**src/rtl/risc_control_fsm_if.sv**
```systemverilog
// Shared instruction/data memory port: request, write strobe and address select out, ready back.
interface risc_control_fsm_if;
  logic mem_req;
  logic mem_we;
  logic mem_addr_sel;
  logic mem_ready;

  modport master (
    output mem_req,
    output mem_we,
    output mem_addr_sel,
    input  mem_ready
  );

  modport slave (
    input  mem_req,
    input  mem_we,
    input  mem_addr_sel,
    output mem_ready
  );
endinterface

```
**src/rtl/risc_control_fsm.sv**
```systemverilog
// Multicycle control unit: FETCH/DECODE/EXEC/MEM/WB sequencing with a memory-wait timeout.
// Outputs are combinational from state (plus mem_ready/alu_zero) and forced low while rst_n is low.
module risc_control_fsm #(
  parameter int MEM_TIMEOUT = 16,
  parameter int WAIT_W      = 8
) (
  input  logic                 clk,
  input  logic                 rst_n,
  risc_control_fsm_if.master   mem,
  input  logic [6:0]           operation,
  input  logic                 alu_zero,
  output logic                 ir_load,
  output logic                 dec_en,
  output logic                 alu_en,
  output logic [1:0]           alu_src_imm,
  output logic                 pc_inc,
  output logic                 pc_load,
  output logic                 pc_src_l,
  output logic                 reg_write,
  output logic                 wb_sel_mem,
  output logic                 halted,
  output logic                 err,
  output logic [2:0]           state_dbg
);

  typedef enum logic [2:0] {
    S_FETCH   = 3'd0,
    S_DECODE  = 3'd1,
    S_EXEC    = 3'd2,
    S_MEM     = 3'd3,
    S_WB      = 3'd4,
    S_HALT    = 3'd5,
    S_ERROR   = 3'd6,
    S_ILLEGAL = 3'd7
  } state_t;

  localparam logic [2:0] C_ALU   = 3'd0;
  localparam logic [2:0] C_IMM   = 3'd1;
  localparam logic [2:0] C_SHIFT = 3'd2;
  localparam logic [2:0] C_LOAD  = 3'd3;
  localparam logic [2:0] C_STORE = 3'd4;
  localparam logic [2:0] C_BEQZ  = 3'd5;
  localparam logic [2:0] C_JUMP  = 3'd6;

  state_t              state_q, state_d;
  logic [WAIT_W-1:0]   wait_q;
  logic [2:0]          op_class;
  logic                is_halt;
  logic                mem_wait;
  logic                timeout_hit;

  assign op_class = operation[6:4];
  assign is_halt  = (operation[6:4] == 3'd7) && (operation[3:0] == 4'hF);
  assign mem_wait = ((state_q == S_FETCH) || (state_q == S_MEM)) && !mem.mem_ready;
  // Counter sits at MEM_TIMEOUT-2 during the last tolerated cycle; a miss there would make it MEM_TIMEOUT-1.
  assign timeout_hit = mem_wait && (wait_q == WAIT_W'(MEM_TIMEOUT - 2));
  assign state_dbg   = state_q;

  always_ff @(posedge clk or negedge rst_n) begin
    if (!rst_n) begin
      state_q <= S_FETCH;
      wait_q  <= '0;
    end else begin
      state_q <= state_d;
      if (state_d != state_q) begin
        wait_q <= '0;
      end else if (mem_wait) begin
        wait_q <= wait_q + 1'b1;
      end
    end
  end

  always_comb begin
    state_d          = state_q;
    mem.mem_req      = 1'b0;
    mem.mem_we       = 1'b0;
    mem.mem_addr_sel = 1'b0;
    ir_load          = 1'b0;
    dec_en           = 1'b0;
    alu_en           = 1'b0;
    alu_src_imm      = 2'b00;
    pc_inc           = 1'b0;
    pc_load          = 1'b0;
    pc_src_l         = 1'b0;
    reg_write        = 1'b0;
    wb_sel_mem       = 1'b0;
    halted           = 1'b0;
    err              = 1'b0;
    if (rst_n) begin
      case (state_q)
        S_FETCH: begin
          mem.mem_req = 1'b1;
          if (mem.mem_ready) begin
            ir_load = 1'b1;
            pc_inc  = 1'b1;
            state_d = S_DECODE;
          end else if (timeout_hit) begin
            state_d = S_ERROR;
          end
        end
        S_DECODE: begin
          dec_en  = 1'b1;
          state_d = S_EXEC;
        end
        S_EXEC: begin
          alu_en = 1'b1;
          case (op_class)
            C_ALU:   state_d = S_WB;
            C_IMM: begin
              alu_src_imm = 2'b01;
              state_d     = S_WB;
            end
            C_SHIFT: begin
              alu_src_imm = 2'b10;
              state_d     = S_WB;
            end
            C_LOAD, C_STORE: begin
              alu_src_imm = 2'b01;
              state_d     = S_MEM;
            end
            C_BEQZ: begin
              pc_load = alu_zero;
              state_d = S_FETCH;
            end
            C_JUMP: begin
              pc_load  = 1'b1;
              pc_src_l = 1'b1;
              state_d  = S_FETCH;
            end
            default: state_d = is_halt ? S_HALT : S_FETCH;
          endcase
        end
        S_MEM: begin
          mem.mem_req      = 1'b1;
          mem.mem_addr_sel = 1'b1;
          mem.mem_we       = (op_class == C_STORE);
          if (mem.mem_ready) begin
            state_d = (op_class == C_LOAD) ? S_WB : S_FETCH;
          end else if (timeout_hit) begin
            state_d = S_ERROR;
          end
        end
        S_WB: begin
          reg_write  = 1'b1;
          wb_sel_mem = (op_class == C_LOAD);
          state_d    = S_FETCH;
        end
        S_HALT:  halted = 1'b1;
        S_ERROR: err = 1'b1;
        default: state_d = S_FETCH;
      endcase
    end
  end

endmodule

```
**src/flat_wrapper.sv**
```systemverilog
// flat-port wrapper written by rule: the top's interface ports become plain ports
module risc_control_fsm_flat 
#(
  parameter int MEM_TIMEOUT = 16,
  parameter int WAIT_W      = 8
)
  (clk, rst_n, operation, alu_zero, ir_load, dec_en, alu_en, alu_src_imm, pc_inc, pc_load, pc_src_l, reg_write, wb_sel_mem, halted, err, state_dbg, mem_mem_req, mem_mem_we, mem_mem_addr_sel, mem_mem_ready);
  risc_control_fsm_if mem_i ();
  input  logic clk;
  input  logic rst_n;
  input  logic [6:0] operation;
  input  logic alu_zero;
  output logic ir_load;
  output logic dec_en;
  output logic alu_en;
  output logic [1:0] alu_src_imm;
  output logic pc_inc;
  output logic pc_load;
  output logic pc_src_l;
  output logic reg_write;
  output logic wb_sel_mem;
  output logic halted;
  output logic err;
  output logic [2:0] state_dbg;
  output wire logic [$bits(mem_i.mem_req)-1:0] mem_mem_req;
  output wire logic [$bits(mem_i.mem_we)-1:0] mem_mem_we;
  output wire logic [$bits(mem_i.mem_addr_sel)-1:0] mem_mem_addr_sel;
  input wire logic [$bits(mem_i.mem_ready)-1:0] mem_mem_ready;
  assign mem_mem_req = mem_i.mem_req;
  assign mem_mem_we = mem_i.mem_we;
  assign mem_mem_addr_sel = mem_i.mem_addr_sel;
  assign mem_i.mem_ready = mem_mem_ready;
  risc_control_fsm #(.MEM_TIMEOUT(MEM_TIMEOUT), .WAIT_W(WAIT_W)) u_core (.clk(clk), .rst_n(rst_n), .mem(mem_i), .operation(operation), .alu_zero(alu_zero), .ir_load(ir_load), .dec_en(dec_en), .alu_en(alu_en), .alu_src_imm(alu_src_imm), .pc_inc(pc_inc), .pc_load(pc_load), .pc_src_l(pc_src_l), .reg_write(reg_write), .wb_sel_mem(wb_sel_mem), .halted(halted), .err(err), .state_dbg(state_dbg));
endmodule
```
**config.mk**
```make
export PLATFORM = sky130hd
export DESIGN_NAME = risc_control_fsm_flat
export DESIGN_NICKNAME = d
export VERILOG_FILES = /design/src/rtl/risc_control_fsm_if.sv /design/src/rtl/risc_control_fsm.sv /design/src/flat_wrapper.sv
export SDC_FILE = /design/constraint.sdc
export NUM_CORES = 1
export LEC_CHECK = 0
export CAP_MARGIN = 5
export CORE_MARGIN = 2
export CORE_UTILIZATION = 44
export CTS_BUF_LIST = sky130_fd_sc_hd__clkbuf_8
export DETAILED_ROUTE_END_ITERATION = 12
export PLACE_DENSITY = 0.77
export SLEW_MARGIN = 20
export SYNTH_ARGS = -nofsm -noshare
export SYNTH_HDL_FRONTEND = slang
export SYNTH_SLANG_ARGS = --single-unit
```
**constraint.sdc**
```tcl
create_clock -name clk -period 1.82 [get_ports clk]
set_input_delay 0.273 -clock clk [delete_from_list [all_inputs] [get_ports clk]]
set_output_delay 0.273 -clock clk [all_outputs]
set_load 0.05 [all_outputs]
```
==> summary.md, run 1 <==
| Metric | Value |
|---|---|
| DRT iter0 DRCs | `34` |
| Rel. slew slack | `72.2%` |
| # DRC | `0` |
| Critical path cell sequence | `inv_2, ha_4, or4b_4, o31ai_4, a32oi_2, nand4_4, nor2_1` |
| I/O pins | `29` |
| Status | `finished, violations left` |
| Fin util | `91.1%` |
| Depth of the CTS H-tree | `1` |
| Min Tclk post-route | `1.92 ns` |
| Layout cells sized above 1 | `55.0%` |
| Post-layout power | `2.43 mW` |
| Pre-CTS setup slack | `-0.237 ns` |
| Slowest CP cell | `or4b_4` |
| Syn nets | `133` |
| Worst setup margin | `-0.101 ns` |
| CP startpoint kind | `flop` |
| Number of vias per cell | `5.99` |
| Routed len/inst | `19.7 um` |
| Final clock skew | `0.000832 ns` |
| Number of fill cells | `88` |
| CTS root buffer | `clkbuf_8` |
| Sink Count | `11` |
| GRT Residual Overflow | `0` |
| Largest net degree at the start of global routing | `11` |
| Distinct cells, synth | `45` |
| Post-layout net count | `205` |
| Main flop type after synthesis | `dfrtp_1` |
| HPWL after DPL | `2730 um` |
| # setup viols final | `9` |
| Area grow syn2layout | `96.9%` |
| Post-Route WL | `4320 um` |
| Gr usage total | `33.8%` |
| RSZ-0062 raised after global routing | `yes` |
| Initial Utilization | `46.3%` |
| R2R cell count | `7` |
| Post-DRT Antenna Nets | `0` |
| CTS tree | `yes` |
| Lkg Pwr | `0.899 nW` |
| R2r startpoint | `u_core.wait_q[0]` |
| Syn_area_per_cell | `8.53 um2` |
| Num CTS Buffers | `3` |
| FF+latch area | `279 um2` |
| Die Span Y | `52.2 um` |
| FF+latch count, synth | `11` |
| Commonest cells after routing, fill and taps aside | `buf_4 (44), buf_12 (15), nor2_1 (14)` |
| GPL Wtd Cong | `0.890` |
| Chip width | `52.2 um` |
| PD cells | `1200 nW/um2` |
| First-pass GRT wire length | `6590 um` |
| Initial antenna violation count | `0` |
| Detailed-route via count | `1312` |
| Flop2flop setup slack | `-0.10 ns` |
| Most common cell after layout, fill and taps aside | `buf_4` |
| Worst-path clk slew | `0.05 ns` |
| DR pass1 iterations | `4` |
| Row count | `17` |
| Clk_lat worst skew | `0.23 ns` |
| Hold Buf Count CTS | `0` |
| Failing checks | `setup timing` |
| FF-to-FF End | `u_core.wait_q[6]` |
| Antenna Cells | `0` |
| Max-Cap Viols | `0` |
| Worst slew pin tran | `0.412 ns` |
| Worst setup EP type | `flop` |
| Die area | `2730 um2` |
| Crit path largest cell delay | `0.52 ns` |
| Synth Warn # | `0` |
| Worst-path maximum fanout | `8` |
| Type of the worst setup path | `flop to flop` |
| FMAX | `0.521 GHz` |
| Multi-input logic area | `868 um2` |
| Crit path required time | `1.94 ns` |
| Synthesized instance count | `120` |
| IR drop worst, VDD | `1.32 mV` |
| Min-delay worst type | `primary input to async pin` |
| Slew Viols, Final | `0` |
| CTS Buffer Depth | `2` |
| Vias in the first global route | `1378` |
| Core area | `2210 um2` |
| CP Buf/Inv Count | `1` |
| Final Hold Viols | `0` |
| Asr flop ratio synth | `100%` |
| I/O Buffers | `28` |
| Sequential area share after synthesis | `26.9%` |
| WP data arrival | `2.04 ns` |
| Fin crit share | `106%` |
| Crit path max-delay family | `simple AND/OR/NAND/NOR gates` |
| Synthesized area | `1020 um2` |
| EDFF count, synth | `0` |
==> layer usage <==
layer	GRT usage (%)	wire length [um]	share of wire [%]	vias up
li1	-	-	-	571
met1	37.3	1550	36	622
met2	57.4	2250	52	91
met3	9.43	305	7.1	28
met4	20.1	225	5.2	0
met5	0	0	0	-
==> flip-flops by register name, indices dropped and copies added, names as in the netlist <==
| signal | count |
|---|---|
| u_core.state_dbg | 3 |
| u_core.wait_q | 8 |
==> power by group <==
part	switching (mW)	internal [mW]
sequential	0.0829	0.308
clock	0.0820	0.147
combinational	0.999	0.806
==> worst max-delay path by stage <==
stage	from	slack [ns]	to	cells past startpoint
final	u_core.wait_q[0]	-0.10	u_core.wait_q[6]	7
after global routing	u_core.wait_q[0]	-0.17	u_core.wait_q[4]	7
after CTS	u_core.wait_q[0]	-0.09	u_core.wait_q[4]	7
after detailed placement	operation[6]	-0.24	u_core.wait_q[1]	6
after floorplan	u_core.state_dbg[2]	-0.51	alu_src_imm[1]	4
after global placement	operation[6]	-0.18	u_core.wait_q[1]	6
==> metrics by stage <==
step | cells | instance area [um2] | hold slack, ns | TNS (ns)
2_1_floorplan | 120 | 1140 | -0.0226 | -3.75
3_3_place_gp | 206 | 1810 | 0.523 | -2.15
3_5_place_dp | 206 | 1810 | 0.549 | -2.82
4_1_cts | 215 | 1950 | 0.218 | -0.723
5_1_grt | 219 | 2020 | 0.245 | -1.42
6_report | 219 | 2020 | 0.241 | -0.771
==> repair_timing <==
item                                    4_1_cts  5_1_grt
pin swaps                                    17        7
resized for setup                            18        8
endpoints found under the hold margin         0        0
setup buffers                                 5        5
gates cloned                                  0        0
endpoints found under the setup margin       20       14
==> cell type report <==
type,instances,share of cell area [%]
Multi-Input combinational cell,99,43.1
Clock buffer,3,2.05
Inverter,4,0.745
Tap cell,28,1.74
Clock inverter,1,0.186
Timing Repair Buffer,73,38.4
Sequential cell,11,13.8
==> cells in the mapped netlist (all sizes together), types with 3 or more instances <==
cell | count | area share (%)
nor2 | 20 | 7.3
dfrtp | 11 | 27
nand2 | 8 | 2.9
nor3 | 7 | 3.9
nand4 | 6 | 5.1
nand2b | 5 | 3.8
xor2 | 5 | 4.3
buf | 4 | 2.4
inv | 4 | 1.5
nand3b | 4 | 2.9
o21ai | 4 | 3.1
xnor2 | 4 | 3.4
a21oi | 3 | 1.5
and3 | 3 | 2.4
nand3 | 3 | 1.5
==> worst register-to-register path: cells and delay by family (launching register included) <==
kind / cells / cell delay [ns]
fa+ha+maj: 1 / 0.11
buf+inv: 1 / 0.08
compound gates: 2 / 0.44
simple gates: 3 / 0.77
flops: 1 / 0.39
==> cells by family (layout without fill, tap and decap cells) <==
family | Yosys count | in the layout | share of synthesized area (%)
buf+inv | 10 | 81 | 5.74
xor+xnor | 9 | 9 | 7.70
fa+ha+maj | 2 | 2 | 2.44
flops | 11 | 11 | 26.9
simple gates | 66 | 66 | 40.2
compound gates | 22 | 22 | 17.0
No activity file was read; power rests on OpenSTA's default activity.
==> run 2, diff against run 1 <==
- PLACE_DENSITY: 0.77 -> 0.85
==> summary.md, run 2 (synthesized netlist as in run 1, its figures left out) <==
| Metric | Value |
|---|---|
| Core area | `2210 um2` |
| FF-to-FF End | `u_core.wait_q[0]` |
| # DRC | `0` |
| Rel. slew slack | `72.9%` |
| Type of the worst setup path | `flop to flop` |
| DRT iter0 DRCs | `57` |
| Max reg flops | `8` |
| GRT Residual Overflow | `0` |
| I/O pins | `29` |
| Routed len/inst | `19.0 um` |
| R2r startpoint | `u_core.wait_q[0]` |
| Row count | `17` |
| Post-route cell area | `2000 um2` |
| Hold Buf Count CTS | `0` |
| Post-DRT Antenna Nets | `0` |
| Die Span Y | `52.2 um` |
| RSZ-0062 raised after global routing | `yes` |
| Fin crit share | `109%` |
| Gr usage total | `34.0%` |
| Depth of the CTS H-tree | `1` |
| Final Hold Viols | `0` |
| Commonest cells after routing, fill and taps aside | `buf_4 (43), buf_12 (16), nor2_1 (10)` |
| Worst-path maximum fanout | `8` |
| CTS tree | `yes` |
| R2R cell count | `7` |
| Min Tclk post-route | `1.99 ns` |
| Final clock skew | `0.00284 ns` |
| Lkg Pwr | `0.873 nW` |
| Initial Utilization | `46.3%` |
| Worst setup margin | `-0.166 ns` |
| CTS root buffer | `clkbuf_8` |
| I/O Buffers | `28` |
| Sink Count | `11` |
| Clk_lat worst skew | `0.25 ns` |
| Most common cell after layout, fill and taps aside | `buf_4` |
| Slew Viols, Final | `0` |
| Number of fill cells | `94` |
| Failing checks | `setup timing` |
| Die area | `2730 um2` |
| Area grow syn2layout | `95.6%` |
| CTS Buffer Depth | `2` |
| Chip width | `52.2 um` |
| Worst slew pin tran | `0.404 ns` |
| Number of vias per cell | `5.94` |
| # setup viols final | `16` |
| Detailed-route via count | `1296` |
| Num CTS Buffers | `3` |
| Largest Register | `u_core.wait_q` |
| Crit path required time | `1.95 ns` |
| HPWL after DPL | `2660 um` |
| Initial antenna violation count | `0` |
| GPL Wtd Cong | `0.933` |
| Dpl cells | `203` |
| Max-Cap Viols | `0` |
| CP startpoint kind | `flop` |
| Post-layout net count | `204` |
| First-pass GRT wire length | `6600 um` |
| Largest net degree at the start of global routing | `11` |
| Dpl cell area | `1790 um2` |
| Post-Route WL | `4150 um` |
| Layout Cells excl Fill | `218` |
| Layout cells sized above 1 | `55.8%` |
| Worst setup EP type | `flop` |
| Vias in the first global route | `1306` |
| PD cells | `1220 nW/um2` |
| Worst-path clk slew | `0.05 ns` |
| Flop2flop setup slack | `-0.17 ns` |
| Min-delay worst type | `primary input to async pin` |
| Worst Setup SP | `u_core.wait_q[0]` |
| WP data arrival | `2.12 ns` |
| Critical path capture point | `u_core.wait_q[0]` |
| DR pass1 iterations | `4` |
| Antenna Cells | `0` |
| Status | `finished, violations left` |
| FMAX | `0.504 GHz` |
| IR drop worst, VDD | `0.925 mV` |
run 2: per-stage QoR:
| step | setup TNS, ns | setup slack (ns) | hold slack [ns] | utilization (%) | power, mW |
|---|---|---|---|---|---|
| global placement | -2.99 | -0.181 | 0.525 | 80.9 | 1.83 |
| finish | -1.60 | -0.166 | 0.227 | 90.5 | 2.44 |
| floorplan | -3.75 | -0.514 | -0.0226 | - | 1.32 |
| detailed placement | -3.77 | -0.259 | 0.543 | 80.9 | 1.89 |
| CTS | -0.833 | -0.102 | 0.234 | 88.6 | 2.29 |
| global route | -2.96 | -0.296 | 0.254 | 90.5 | 2.56 |
run 2: power by group:
part / internal, mW / total [mW] / switching, mW
clock network: 0.149 / 0.254 / 0.105
logic: 0.801 / 1.79 / 0.987
registers: 0.308 / 0.402 / 0.0941
run 2: routing by layer:
layer | GRT usage [%] | wire, um | share of wire, % | vias to the layer above
met3 | 7.71 | 248 | 6.0 | 33
li1 | - | - | - | 569
met2 | 59.3 | 2160 | 52 | 68
met1 | 38.4 | 1480 | 36 | 626
met4 | 17.5 | 255 | 6.1 | 0
met5 | 0 | 0 | 0 | -
run 2: final cells by class:
type	instances	area (um2)	share of cell area, %
Multi-Input combinational cell	99	853	42.6
Timing Repair Buffer	72	771	38.5
Sequential cell	11	279	13.9
Clock buffer	3	41.3	2.06
Tap cell	28	35.0	1.75
Inverter	4	18.8	0.938
Clock inverter	1	3.75	0.188
run 2: how the worst min path moves through the flow:
stage,start,endpoint
CTS,rst_n,u_core.wait_q[4]
detailed placement,u_core.wait_q[7],u_core.wait_q[7]
finish,rst_n,u_core.wait_q[3]
global placement,u_core.wait_q[7],u_core.wait_q[7]
global route,rst_n,u_core.wait_q[1]
floorplan,rst_n,u_core.state_dbg[0]
run 2: what timing repair did:
action / CTS / global route
pin swaps: 16 / 5
setup endpoints to repair: 20 / 21
gates resized for setup: 20 / 4
buffers inserted: 7 / 4
run 2: worst max-delay path, cell delays in order (launching register included):
cell,delay (ns)
dfrtp_1,0.40
inv_2,0.08
ha_4,0.12
or4b_4,0.51
nor4b_4,0.25
o211ai_1,0.21
nand4_4,0.23
nor2_1,0.07
